File: src/rtl/sar_search.sv
// sar_search: successive-approximation search that recovers a comparator's a-side value MSB first.
// Ports: clk, n_rst (async active-low); start requests a search (IDLE only);
//        cmp_gt/cmp_lt/cmp_eq one-hot comparator verdict for the current trial;
//        trial drives comparator b-input; busy high in TEST; done pulses one cycle;
//        result holds recovered value; err flags a non-one-hot verdict.
module sar_search #(
    parameter int WIDTH = 16
) (
    input  logic             clk,
    input  logic             n_rst,
    input  logic             start,
    input  logic             cmp_gt,
    input  logic             cmp_lt,
    input  logic             cmp_eq,
    output logic [WIDTH-1:0] trial,
    output logic             busy,
    output logic             done,
    output logic [WIDTH-1:0] result,
    output logic             err
);
    typedef enum logic [1:0] {IDLE, TEST, DONE} state_t;
    state_t           state_q, state_d;
    logic [WIDTH-1:0] acc_q, acc_d, mask_q, mask_d, result_q, result_d, acc_nxt;
    logic             err_q, err_d, one_hot;
    assign trial   = state_q == TEST ? acc_q | mask_q : '0;
    assign busy    = state_q == TEST;
    assign done    = state_q == DONE;
    assign result  = result_q;
    assign err     = err_q;
    assign one_hot = {cmp_gt, cmp_lt, cmp_eq} inside {3'b100, 3'b010, 3'b001};
    assign acc_nxt = cmp_gt ? trial : acc_q;
    always_comb begin
        state_d  = state_q;
        acc_d    = acc_q;
        mask_d   = mask_q;
        result_d = result_q;
        err_d    = err_q;
        case (state_q)
            IDLE: if (start) begin
                acc_d   = '0;
                mask_d  = {1'b1, {(WIDTH-1){1'b0}}};
                err_d   = 1'b0;
                state_d = TEST;
            end
            TEST: if (!one_hot) begin
                err_d    = 1'b1;
                result_d = '0;
                state_d  = DONE;
            end else if (cmp_eq) begin
                result_d = trial;
                state_d  = DONE;
            end else begin
                acc_d = acc_nxt;
                // mask[0] set means the LSB was just decided: the build is complete
                if (mask_q[0]) begin
                    result_d = acc_nxt;
                    state_d  = DONE;
                end else begin
                    mask_d = mask_q >> 1;
                end
            end
            DONE:    state_d = IDLE;
            default: state_d = IDLE;
        endcase
    end
    always_ff @(posedge clk or negedge n_rst) begin
        if (!n_rst) begin
            state_q  <= IDLE;
            acc_q    <= '0;
            mask_q   <= '0;
            result_q <= '0;
            err_q    <= 1'b0;
        end else begin
            state_q  <= state_d;
            acc_q    <= acc_d;
            mask_q   <= mask_d;
            result_q <= result_d;
            err_q    <= err_d;
        end
    end
endmodule

File: config.mk
export PLATFORM = sky130hd
export DESIGN_NAME = sar_search
export DESIGN_NICKNAME = d
export VERILOG_FILES = /design/src/rtl/sar_search.sv
export SDC_FILE = /design/constraint.sdc
export NUM_CORES = 1
export LEC_CHECK = 0
export BUFFER_PORTS_ARGS = -buffer_cell sky130_fd_sc_hd__buf_2
export CORE_MARGIN = 2
export CORE_UTILIZATION = 54
export CTS_CLUSTER_SIZE = 20
export DETAILED_ROUTE_END_ITERATION = 8
export PLACE_DENSITY_LB_ADDON = 0.3
export SLEW_MARGIN = 0
export SYNTH_ARGS = -nofsm -noshare
export SYNTH_HDL_FRONTEND = slang
export SYNTH_SLANG_ARGS = --single-unit
File: constraint.sdc
create_clock -name clk -period 2.2 [get_ports clk]
set_input_delay 0.22 -clock clk [delete_from_list [all_inputs] [get_ports clk]]
set_output_delay 0.22 -clock clk [all_outputs]
set_load 0.05 [all_outputs]
# == Word-level counts from Yosys, hierarchy flattened ==
# Index checks and enable logic that the tools add are counted.
# classes
n_reduce_logical,8
eq_ne,12
bitwise,1
mux,22
# op_table
cell,n
16-bit 2-to-1 mux,12
16-bit case mux with 2 select lines,2
16-bit bitwise OR,1
2-bit 2-to-1 mux,4
2-bit inequality test (second input constant),4
5-bit AND reduction,1
4-bit inequality test (second input constant),1
2-bit case mux with 2 select lines,1
2-bit AND reduction,2
4-bit AND reduction,1
3-bit by 1-bit equality test with 1-bit output (second input constant),1
3-bit by 2-bit equality test with 1-bit output (second input constant),1
3-bit equality test (second input constant),1
3-bit inequality test (second input constant),1
3-bit AND reduction,1
3-bit nonzero test,1
2-bit by 1-bit equality test with 1-bit output (second input constant),1
2-bit equality test (second input constant),1
2-bit logical NOT,1
1-bit 2-to-1 mux,2
2-bit by 1-bit inequality test with 1-bit output (second input constant),1
1-bit case mux with 2 select lines,1
2-bit nonzero test,1
# totals
regBits,51
wordCells,49

# == Depth between registers and ports, before layout ==
# Gate-level depths: netlist of run 1.
# logic_depth
ltp_word,6
mapped_depth,7
mapped_depth_nobuf,6

# == Worst setup path after synthesis of run 1 ==
# No wires, ideal clock.
# synth_path
path_kind,reg2out
start,reg state_q[1]
end,out trial[10]
t_arrival_ns,1.598
path_slack_ns,0.382
n_path_buf,1
path_stages_with_launch,5
cell_sequence,dfrtp_1 -> inv_1 -> nand2_1 -> clkbuf_1 -> nor2_1
# synth_via
elab_chain_len,2
# synth_lines
element,line_no,rtl
from (decl),22,"state_t state_q, state_d;"
from (signal assigned),74,state_q <= state_d;
2-bit by 1-bit equality test with 1-bit output,25,assign trial = state_q == TEST ? acc_q | mask_q : '0;
16-bit 2-to-1 mux,25,
to (decl),15,"output logic [WIDTH-1:0] trial,"
# No other way between the ends.

# == Worst setup path in the final report of run 1 ==
# layout_path
start,reg state_q[0]
end,reg mask_q[14]
# layout_via
elab_chain_len,3
elab_cells_between_ends,9
cone_classes,5 x eq/ne; 1 x mux; 3 x reduce/logical
# layout_lines
element,line_no,rtl
2-bit by 1-bit equality test with 1-bit output or 2-bit logical NOT (tied branches),38,case (state_q)
2-bit inequality test (no source line) (tied with other cells),-,
5-bit AND reduction (no source line),-,
to (signal assigned),76,mask_q <= mask_d;
to (decl),23,"logic [WIDTH-1:0] acc_q, acc_d, mask_q, mask_d, result_q, result_d, acc_nxt;"
# Several ways; a longest one is shown, not always the timed one.
# A chain may end at the register's enable or synchronous reset.

==> results of run 1 <==
worst paths after layout:
path,to,cells past startpoint,from
max in group asynchronous,acc_q[13],3,n_rst
max reg2reg,mask_q[14],4,state_q[0]
max,mask_q[14],4,state_q[0]
min reg2reg,result[1],2,result[1]
min in group asynchronous,mask_q[1],2,n_rst
min,err,4,start
power by group:
part	total (mW)	internal, mW	switching [mW]
Combinational	0.773	0.198	0.576
Clock	0.763	0.453	0.310
Sequential	1.09	1.01	0.0821
flip-flops by register name, indices dropped and copies added, names as in the netlist:
register  cells
acc_q        16
err           1
result       16
mask_q       16
state_q       2
worst reg2reg max path, cell delays in order, from the launching register on:
cell and delay, ns:
dfrtp_1 0.48, nand2b_1 0.26, a221oi_1 0.30, nand2_1 0.40
a22o_1 0.33
Yosys cell counts, drive strengths merged:
master | number | area (um^2)
clkbuf | 5 | 18.8
xor2 | 1 | 8.76
a2111oi | 1 | 8.76
a221oi | 1 | 8.76
o31ai | 1 | 12.5
dfrtp | 51 | 1280
nand2b | 4 | 25.0
a21oi | 36 | 180
nand4bb | 1 | 11.3
xnor2 | 1 | 8.76
a21o | 2 | 15.0
nand3b | 1 | 7.51
and2 | 1 | 6.26
a211o | 1 | 8.76
nand2 | 18 | 67.6
nor2 | 52 | 195
or2 | 1 | 6.26
o211a | 1 | 10.0
buf | 8 | 55.1
or3b | 1 | 11.3
inv | 7 | 26.3
a41oi | 1 | 8.76
nor3b | 1 | 7.51
a31oi | 1 | 6.26
o21ai | 17 | 85.1
a22o | 14 | 123
a211oi | 1 | 20.0
metal layers:
| metal | track usage [%] | share of wire (%) | up-vias |
|---|---|---|---|
| met3 | 5.10 | 6.9 | 5 |
| li1 | - | - | 870 |
| met1 | 31.9 | 42 | 868 |
| met2 | 36.3 | 50 | 59 |
| met5 | 0 | 0 | - |
| met4 | 8.25 | 1.3 | 0 |
repair_timing:
action | in CTS | in global routing
resized for setup | 0 | 0
endpoints found under the hold margin | 10 | 0
hold buffers | 1 | 0
kinds of logic after synthesis:
kind of cell | synth area share [%]
compound gates | 21.9
xor+xnor | 0.790
buf+inv | 4.51
flops | 57.5
simple gates | 15.2
area by class of cell:
type                    instances  area share, %
well taps                      50           2.40
clock buffers                   5           2.64
clock inverters                 3           2.59
inverters                       7           1.01
flip-flops and latches         51           49.0
repair buffers                 48           10.1
multi-input cells             159           32.3
==> summary.txt, run 1 <==
Critical path
  – Data required, critical path: 2.39 ns
  – WP buf/inv: 0
  – CP Cell Sequence: nand2b_1, a221oi_1, nand2_1, a22o_1
  – Delay-heaviest family, CP: simple AND/OR/NAND/NOR gates
  – Crit Path Class: flop to flop
  – Slowest cell delay on critical path: 0.48 ns
  – Worst Setup End Kind: flop
  – Startpoint type of the worst setup path: flop
  – Critical-path top delay cell: dfrtp_1
  – Critical path peak fanout: 16
  – WP data arrival: 2.08 ns
  – Worst reg-to-reg setup slack: 0.31 ns

Global route
  – Largest net degree at the start of global routing: 25
  – Total Routing Usage GR: 23.2%
  – Vias in the first global route: 1663
  – First-pass GRT wire length: 7830 um
  – Initial antenna violation count: 0
  – Gr ovfl total: 0

Die
  – Die Span Y: 68.1 um
  – Core area: 3970 um^2
  – Full die area: 4640 um^2
  – Die width: 68.1 um
  – # rows: 23
  – I/O pins: 41
  – Initial Util: 55.9%

Timing
  – PnR worst setup slack: 0.313 ns
  – Period minus WS final: 1.89 ns
  – Slew Limit Headroom: 37.8%
  – Fin Hold WS: 0.286 ns
  – Slew Limit Fails: 0
  – Hold Fails Final Rpt: 0
  – Worst slew pin tran: 0.927 ns
  – Worst clock skew: 0.00860 ns
  – Final Cycle Share: 85.8%
  – Fmax: 0.530 GHz
  – Setup TNS: 0 ns
  – Finish-stage setup viols: 0
  – RSZ-0062 raised after global routing: no

Power
  – Static leakage: 1.33 nW
  – Pwr/cell area: 1010 nW/um^2
  – Power Total: 2.63 mW
  – Max rail drop VDD: 0.547 mV

Synth
  – Ys Warns: 0
  – Sequential fraction of the synthesis area: 57.5%
  – Post-Syn Area: 2220 um^2
  – Yosys reg bits: 51
  – Post-Synthesis Cells: 230
  – Net Count, Synth: 236
  – Syn_area_per_cell: 9.65 um^2
  – Netlist cell types: 30

Drt
  – Via count: 1802
  – DRT Wirelength: 4800 um
  – Starting DRT DRC Count: 208
  – Residual DRC: 0
  – Post-DR wirelength/cell: 14.9 um
  – Vias/cell: 5.58
  – Drt first pass iters: 4
  – Antenna-violating nets left: 0

Clock network
  – CTS tree: done
  – Total clock sinks: 51
  – CTS Buf Count: 5
  – H-tree Lvls: 2
  – Post CTS Setup Buffer Count: 0
  – Worst-path clk slew: 0.09 ns
  – Longest Clk Path Bufs: 2
  – Clock Latency Late Sink: 0.31 ns
  – Root Buffer: clkbuf_8

Place
  – Routability congestion estimate: 0.813
  – Placed cells: 314
  – Placed cell area: 2460 um^2
  – Final HPWL from detailed placement: 3160 um
  – Buffers on Ports: 40
  – Pre-CTS setup slack: 0.305 ns

Final layout
  – Multi-input logic area: 842 um^2
  – ANT cells: 0
  – Commonest non-fill, non-tap cell in the layout: nor2_1
  – Synthesis-to-layout area growth: 17.5%
  – Non-filler cells, final: 323
  – Reg area: 1280 um^2
  – Commonest non-fill, non-tap cells in the layout: 52 x nor2_1, 51 x dfrtp_1, 40 x buf_2, 36 x a21oi_1, 18 x nand2_1
  – Post-Route Utilization: 65.6%
  – Post-route cell area: 2610 um^2
  – Filler cell count: 348
  – Layout cells sized above 1: 21.6%
  – Layout Nets: 278

Worst hold path
  – Hold Crit Class: primary input to flop

Flow run
  – MaxCap Viol Count: 0

Run status
  – Status: finished clean
(Power assumes the default switching activity.)
==> run 2, diff against run 1 <==
--- a/config.mk
+++ b/config.mk
@@ -10,7 +10,7 @@
 export CORE_UTILIZATION = 54
 export CTS_CLUSTER_SIZE = 20
 export DETAILED_ROUTE_END_ITERATION = 8
-export PLACE_DENSITY_LB_ADDON = 0.3
+export PLACE_DENSITY = 0.78
 export SLEW_MARGIN = 0
 export SYNTH_ARGS = -nofsm -noshare
 export SYNTH_HDL_FRONTEND = slang
==> summary.txt, run 2 (synthesis gave the netlist of run 1 again) <==
Run status
  – Status: finished clean

Clock network
  – Clock Latency Late Sink: 0.30 ns
  – CTS Buf Count: 5
  – Worst-path clk slew: 0.08 ns
  – H-tree Lvls: 2
  – Root Buffer: clkbuf_8
  – CTS tree: done
  – Post CTS Setup Buffer Count: 0
  – Total clock sinks: 51
  – Longest Clk Path Bufs: 2

Timing
  – Slew Limit Headroom: 35.2%
  – Slew Limit Fails: 0
  – Worst clock skew: 0.00769 ns
  – Period minus WS final: 1.85 ns
  – Final Cycle Share: 84.2%
  – Fmax: 0.540 GHz
  – Setup TNS: 0 ns
  – Worst slew pin tran: 0.966 ns
  – Finish-stage setup viols: 0
  – Hold Fails Final Rpt: 0
  – RSZ-0062 raised after global routing: no

Global route
  – Initial antenna violation count: 0
  – Largest net degree at the start of global routing: 32
  – Vias in the first global route: 1651
  – Gr ovfl total: 0
  – First-pass GRT wire length: 7820 um
  – Total Routing Usage GR: 23.1%

Final layout
  – Post-Route Utilization: 65.0%
  – Non-filler cells, final: 322
  – Layout Nets: 277
  – Synthesis-to-layout area growth: 16.3%
  – ANT cells: 0
  – Filler cell count: 337
  – Commonest non-fill, non-tap cells in the layout: 52 x nor2_1, 51 x dfrtp_1, 40 x buf_2, 36 x a21oi_1, 18 x nand2_1
  – Commonest non-fill, non-tap cell in the layout: nor2_1
  – Layout cells sized above 1: 21.3%

Die
  – Die width: 68.1 um
  – # rows: 23
  – Die Span Y: 68.1 um
  – I/O pins: 41
  – Core area: 3970 um^2
  – Initial Util: 55.9%
  – Full die area: 4640 um^2

Drt
  – Vias/cell: 5.52
  – Starting DRT DRC Count: 110
  – Antenna-violating nets left: 0
  – Via count: 1778
  – Post-DR wirelength/cell: 14.9 um
  – Drt first pass iters: 4
  – Residual DRC: 0
  – DRT Wirelength: 4810 um

Place
  – Routability congestion estimate: 0.883
  – Buffers on Ports: 40
  – Final HPWL from detailed placement: 3160 um
  – Placed cells: 313

Power
  – Pwr/cell area: 977 nW/um^2
  – Reg power frac: 43.2%
  – Switch share: 37.6%
  – Static leakage: 1.32 nW
  – Int Power: 1.57 mW
  – Max rail drop VDD: 0.514 mV
  – Sw power: 0.948 mW
  – Clock power share: 26.3%
  – Logic gate share of total power: 30.5%

Critical path
  – WP data arrival: 1.63 ns
  – Critical path peak fanout: 17
  – Data required, critical path: 1.98 ns
  – Worst Setup End Kind: output pin
  – Startpoint type of the worst setup path: flop
  – Crit Path Class: flop to output pin

Worst hold path
  – Hold Crit Class: primary input to flop

Flow run
  – MaxCap Viol Count: 0
run 2: layer usage:
layer | GRT usage [%] | vias to the layer above | wire [um]
li1 | - | 865 | -
met1 | 30.8 | 857 | 2100
met2 | 37.5 | 52 | 2370
met3 | 4.61 | 4 | 287
met4 | 8.50 | 0 | 44
met5 | 0 | - | 0
run 2: timing repair:
action | in CTS | in global routing
hold buffers | 1 | 0
gates resized for setup | 0 | 0
endpoints found under the hold margin | 30 | 0
run 2: worst paths after layout:
kind / startpoint / end / slack, ns / depth (start not counted)
worst max-delay path: state_q[1] / trial[7] / 0.35 / 5
worst min-delay path: start / err / 0.31 / 4
worst max register to register: mask_q[0] / result[8] / 0.37 / 4
worst min register to register: result[3] / result[3] / 0.48 / 2
max in group asynchronous: n_rst / mask_q[11] / 0.97 / 3
min in group asynchronous: n_rst / result[1] / 0.49 / 2
run 2: worst max-delay path: stages, from the launching register on:
cell and delay (ns):
dfrtp_1 0.43, inv_1 0.17, nand2_1 0.09, buf_4 0.22, nor2_1 0.15, buf_2 0.28
run 2: metrics by stage:
stage	hold slack (ns)	power [mW]	setup WS (ns)	area (um^2)
after detailed placement	0.291	1.88	0.303	2450
after global placement	0.285	1.87	0.407	2450
after global routing	0.325	2.66	0.164	2580
after CTS	0.304	2.54	0.340	2580
after floorplan	-0.0756	1.65	0.382	2220
final	0.308	2.52	0.347	2580
run 2: power by group through the flow:
| stage | Sequential, mW | Clock (mW) | Combinational, mW |
|---|---|---|---|
| 5_1_grt | 1.10 | 0.721 | 0.836 |
| 2_1_floorplan | 1.14 | 0 | 0.509 |
| 6_report | 1.09 | 0.663 | 0.769 |
| 3_3_place_gp | 1.10 | 0 | 0.766 |
| 3_5_place_dp | 1.11 | 0 | 0.772 |
| 4_1_cts | 1.09 | 0.679 | 0.774 |
run 2: layout make-up:
class	count	area [um^2]	share of cell area (%)
sequential	51	1280	49.5
multi-input combinational	159	842	32.6
timing repair buffer	47	255	9.89
clock buffer	6	82.6	3.20
tap	50	62.6	2.42
clock inverter	2	35.0	1.36
inverter	7	26.3	1.02
==> run 3, diff against run 2 <==
--- a/config.mk
+++ b/config.mk
@@ -5,12 +5,13 @@
 export SDC_FILE = /design/constraint.sdc
 export NUM_CORES = 1
 export LEC_CHECK = 0
+export ABC_AREA = 1
 export BUFFER_PORTS_ARGS = -buffer_cell sky130_fd_sc_hd__buf_2
 export CORE_MARGIN = 2
-export CORE_UTILIZATION = 54
+export CORE_UTILIZATION = 52
 export CTS_CLUSTER_SIZE = 20
 export DETAILED_ROUTE_END_ITERATION = 8
-export PLACE_DENSITY = 0.78
+export PLACE_DENSITY = 0.76
 export SLEW_MARGIN = 0
 export SYNTH_ARGS = -nofsm -noshare
 export SYNTH_HDL_FRONTEND = slang
==> constraint.sdc (replaced) <==
create_clock -name clk -period 1.7 [get_ports clk]
set_input_delay 0.17 -clock clk [delete_from_list [all_inputs] [get_ports clk]]
set_output_delay 0.17 -clock clk [all_outputs]
set_load 0.05 [all_outputs]
==> summary.txt, run 3 <==
Final layout
  – Layout cells sized above 1: 17.6%
  – Commonest non-fill, non-tap cells in the layout: 181 x nand2_1, 52 x inv_1, 51 x dfrtp_1, 28 x nor2_1, 24 x buf_2
  – ANT cells: 0
  – Layout Nets: 476
  – Filler cell count: 525
  – Post-Route Utilization: 59.5%
  – Commonest non-fill, non-tap cell in the layout: nand2_1
  – Synthesis-to-layout area growth: 12.4%

Power
  – Static leakage: 1.94 nW
  – Max rail drop VDD: 0.726 mV
  – Pwr/cell area: 1270 nW/um^2
  – Clock power share: 15.3%
  – Sw power: 2.12 mW
  – Switch share: 47.9%
  – Logic gate share of total power: 50.5%
  – Int Power: 2.30 mW
  – Reg power frac: 34.2%

Synth
  – Post-Synth Simple-Gate Area: 35.8%
  – Yosys reg bits: 51
  – Net Count, Synth: 444
  – Sequential fraction of the synthesis area: 41.2%
  – Cell taking the most area after synthesis: dfrtp_1
  – Mux cell area share after synthesis: 0%
  – Compound-Gate Fraction of Synth Area: 9.70%
  – Most frequent cell after synthesis: nand2_1
  – Ys Warns: 0
  – Yosys top cell area share: 41.2%
  – Most area-consuming cells after synthesis: dfrtp_1 41%, nand2_1 22%, inv_1 6.3%
  – Post-Synth Adder-Cell Area: 0%
  – Post-Syn Area: 3100 um^2
  – Post-Synthesis Cells: 438
  – Post-Synth XOR/XNOR Area: 0%
  – Largest family of logic cells by synthesized area: simple AND/OR/NAND/NOR gates
  – Syn_area_per_cell: 7.07 um^2
  – EDFF count, synth: 0
  – Async set-or-reset flop fraction in the synthesized netlist: 100%
  – Netlist cell types: 22
  – Ys flop type: dfrtp_1
  – Post-synth top cells: 181 x nand2_1, 52 x inv_1, 51 x dfrtp_1, 28 x nor2_1, 22 x nand3_1

Critical path
  – WP data arrival: 1.43 ns
  – Worst Setup End Kind: output pin
  – Reg2reg start: state_q[1]
  – Crit path launch: state_q[1]
  – Data required, critical path: 1.53 ns
  – Startpoint type of the worst setup path: flop
  – Critical path peak fanout: 19
  – Crit Path Class: flop to output pin

Global route
  – First-pass GRT wire length: 11300 um
  – Total Routing Usage GR: 21.8%
  – Initial antenna violation count: 0
  – Gr ovfl total: 0
  – Vias in the first global route: 2452
  – Largest net degree at the start of global routing: 40

Drt
  – Met3 WL: 380 um
  – Residual DRC: 0
  – Post-DR wirelength/cell: 12.2 um
  – DR WL met2: 2950 um
  – Via count: 2786
  – DRT Wirelength: 6640 um
  – Starting DRT DRC Count: 306
  – DR top layer: met4
  – Antenna-violating nets left: 0
  – Met1 WL: 3260 um
  – Drt first pass iters: 5
  – Vias/cell: 5.10

Die
  – # rows: 28
  – Core area: 5850 um^2
  – Initial Util: 52.9%
  – Die Span Y: 81.2 um
  – Full die area: 6590 um^2
  – Die width: 81.2 um
  – I/O pins: 41

Timing
  – Finish-stage setup viols: 0
  – Hold Fails Final Rpt: 0
  – PnR worst setup slack: 0.100 ns
  – Slew Limit Fails: 0
  – Worst slew pin tran: 0.564 ns
  – Worst clock skew: 0.00746 ns
  – Period minus WS final: 1.60 ns
  – RSZ-0062 raised after global routing: no
  – Final Cycle Share: 94.1%
  – Fin Hold WS: 0.228 ns
  – Setup TNS: 0 ns
  – Slew Limit Headroom: 62.4%
  – Fmax: 0.625 GHz

Flow run
  – MaxCap Viol Count: 0

Place
  – Buffers on Ports: 40
  – Pre-CTS setup slack: 0.170 ns
  – Routability congestion estimate: 0.833
  – Final HPWL from detailed placement: 4790 um

Clock network
  – Clock Latency Late Sink: 0.30 ns
  – Worst-path clk slew: 0.08 ns
  – Root Buffer: clkbuf_8
  – Longest Clk Path Bufs: 2
  – CTS tree: done
  – CTS Buf Count: 5
  – H-tree Lvls: 2
  – Total clock sinks: 51

Worst hold path
  – Hold Crit Class: primary input to flop
  – HP Start: start

Run status
  – Status: finished clean
run 3: cell count changes after synthesis, sizes merged, moves of 4 or more:
cell,previous run,this run
a21oi,36,0
nand2,18,188
o21ai,17,33
nand3,0,26
o211ai,0,13
a22o,14,0
inv,7,56
nand2b,4,0
nor2,52,29
buf,8,21
nand4,0,15
run 3: final timing paths:
kind / to / slack [ns] / cells after the start
setup / recovery: trial[12] / 0.10 / 5
hold / removal: mask_q[15] / 0.23 / 3
setup reg to reg: acc_q[7] / 0.22 / 7
hold reg to reg: mask_q[7] / 0.48 / 2
max in group asynchronous: mask_q[2] / 0.77 / 3
min in group asynchronous: mask_q[4] / 0.38 / 2
run 3: power by group through the flow:
stage | logic, mW | registers (mW) | clock network [mW]
6_report | 2.23 | 1.51 | 0.676
5_1_grt | 2.42 | 1.54 | 0.753
4_1_cts | 2.20 | 1.51 | 0.699
3_5_place_dp | 2.05 | 1.54 | 0
3_3_place_gp | 2.03 | 1.53 | 0
2_1_floorplan | 1.28 | 2.02 | 0
run 3: stage by stage:
stage,total power [mW],area (um^2),cells
after detailed placement,3.59,3290,534
after global placement,3.56,3290,534
final,4.41,3480,546
after CTS,4.41,3470,546
after global routing,4.71,3480,546
after floorplan,3.29,3100,438
run 3: worst max-delay path, cell delays in order, from the launching register on:
cell	delay [ns]
dfrtp_1	0.41
nor2_4	0.18
buf_12	0.17
nand2_1	0.09
inv_1	0.07
buf_4	0.19
run 3: layout make-up:
cell class | instances | area (um^2) | area share, %
Clock buffer | 7 | 76.3 | 2.19
Clock inverter | 1 | 5.00 | 0.144
Multi-Input combinational cell | 304 | 1420 | 40.7
Sequential cell | 51 | 1280 | 36.7
Inverter | 56 | 213 | 6.11
Timing Repair Buffer | 52 | 399 | 11.5
Tap cell | 75 | 93.8 | 2.70
run 3: logic make-up after synthesis:
family          Yosys count
simple gates            258
buf+inv                  83
flops                    51
compound gates           46
run 3: timing repair:
action / in CTS / in global routing
pin swaps: 1 / 1
hold buffers: 1 / 0
setup endpoints to repair: 16 / 10
hold endpoints to repair: 23 / 0
cloned: 1 / 0
gates resized for setup: 15 / 3
buffers inserted: 2 / 0
run 3: metal layers:
layer  global-route usage (%)  vias to the layer above
met5                        0                        -
met4                     5.08                        0
met3                     5.00                        6
met2                     34.3                       89
met1                     30.6                     1262
li1                         -                     1429
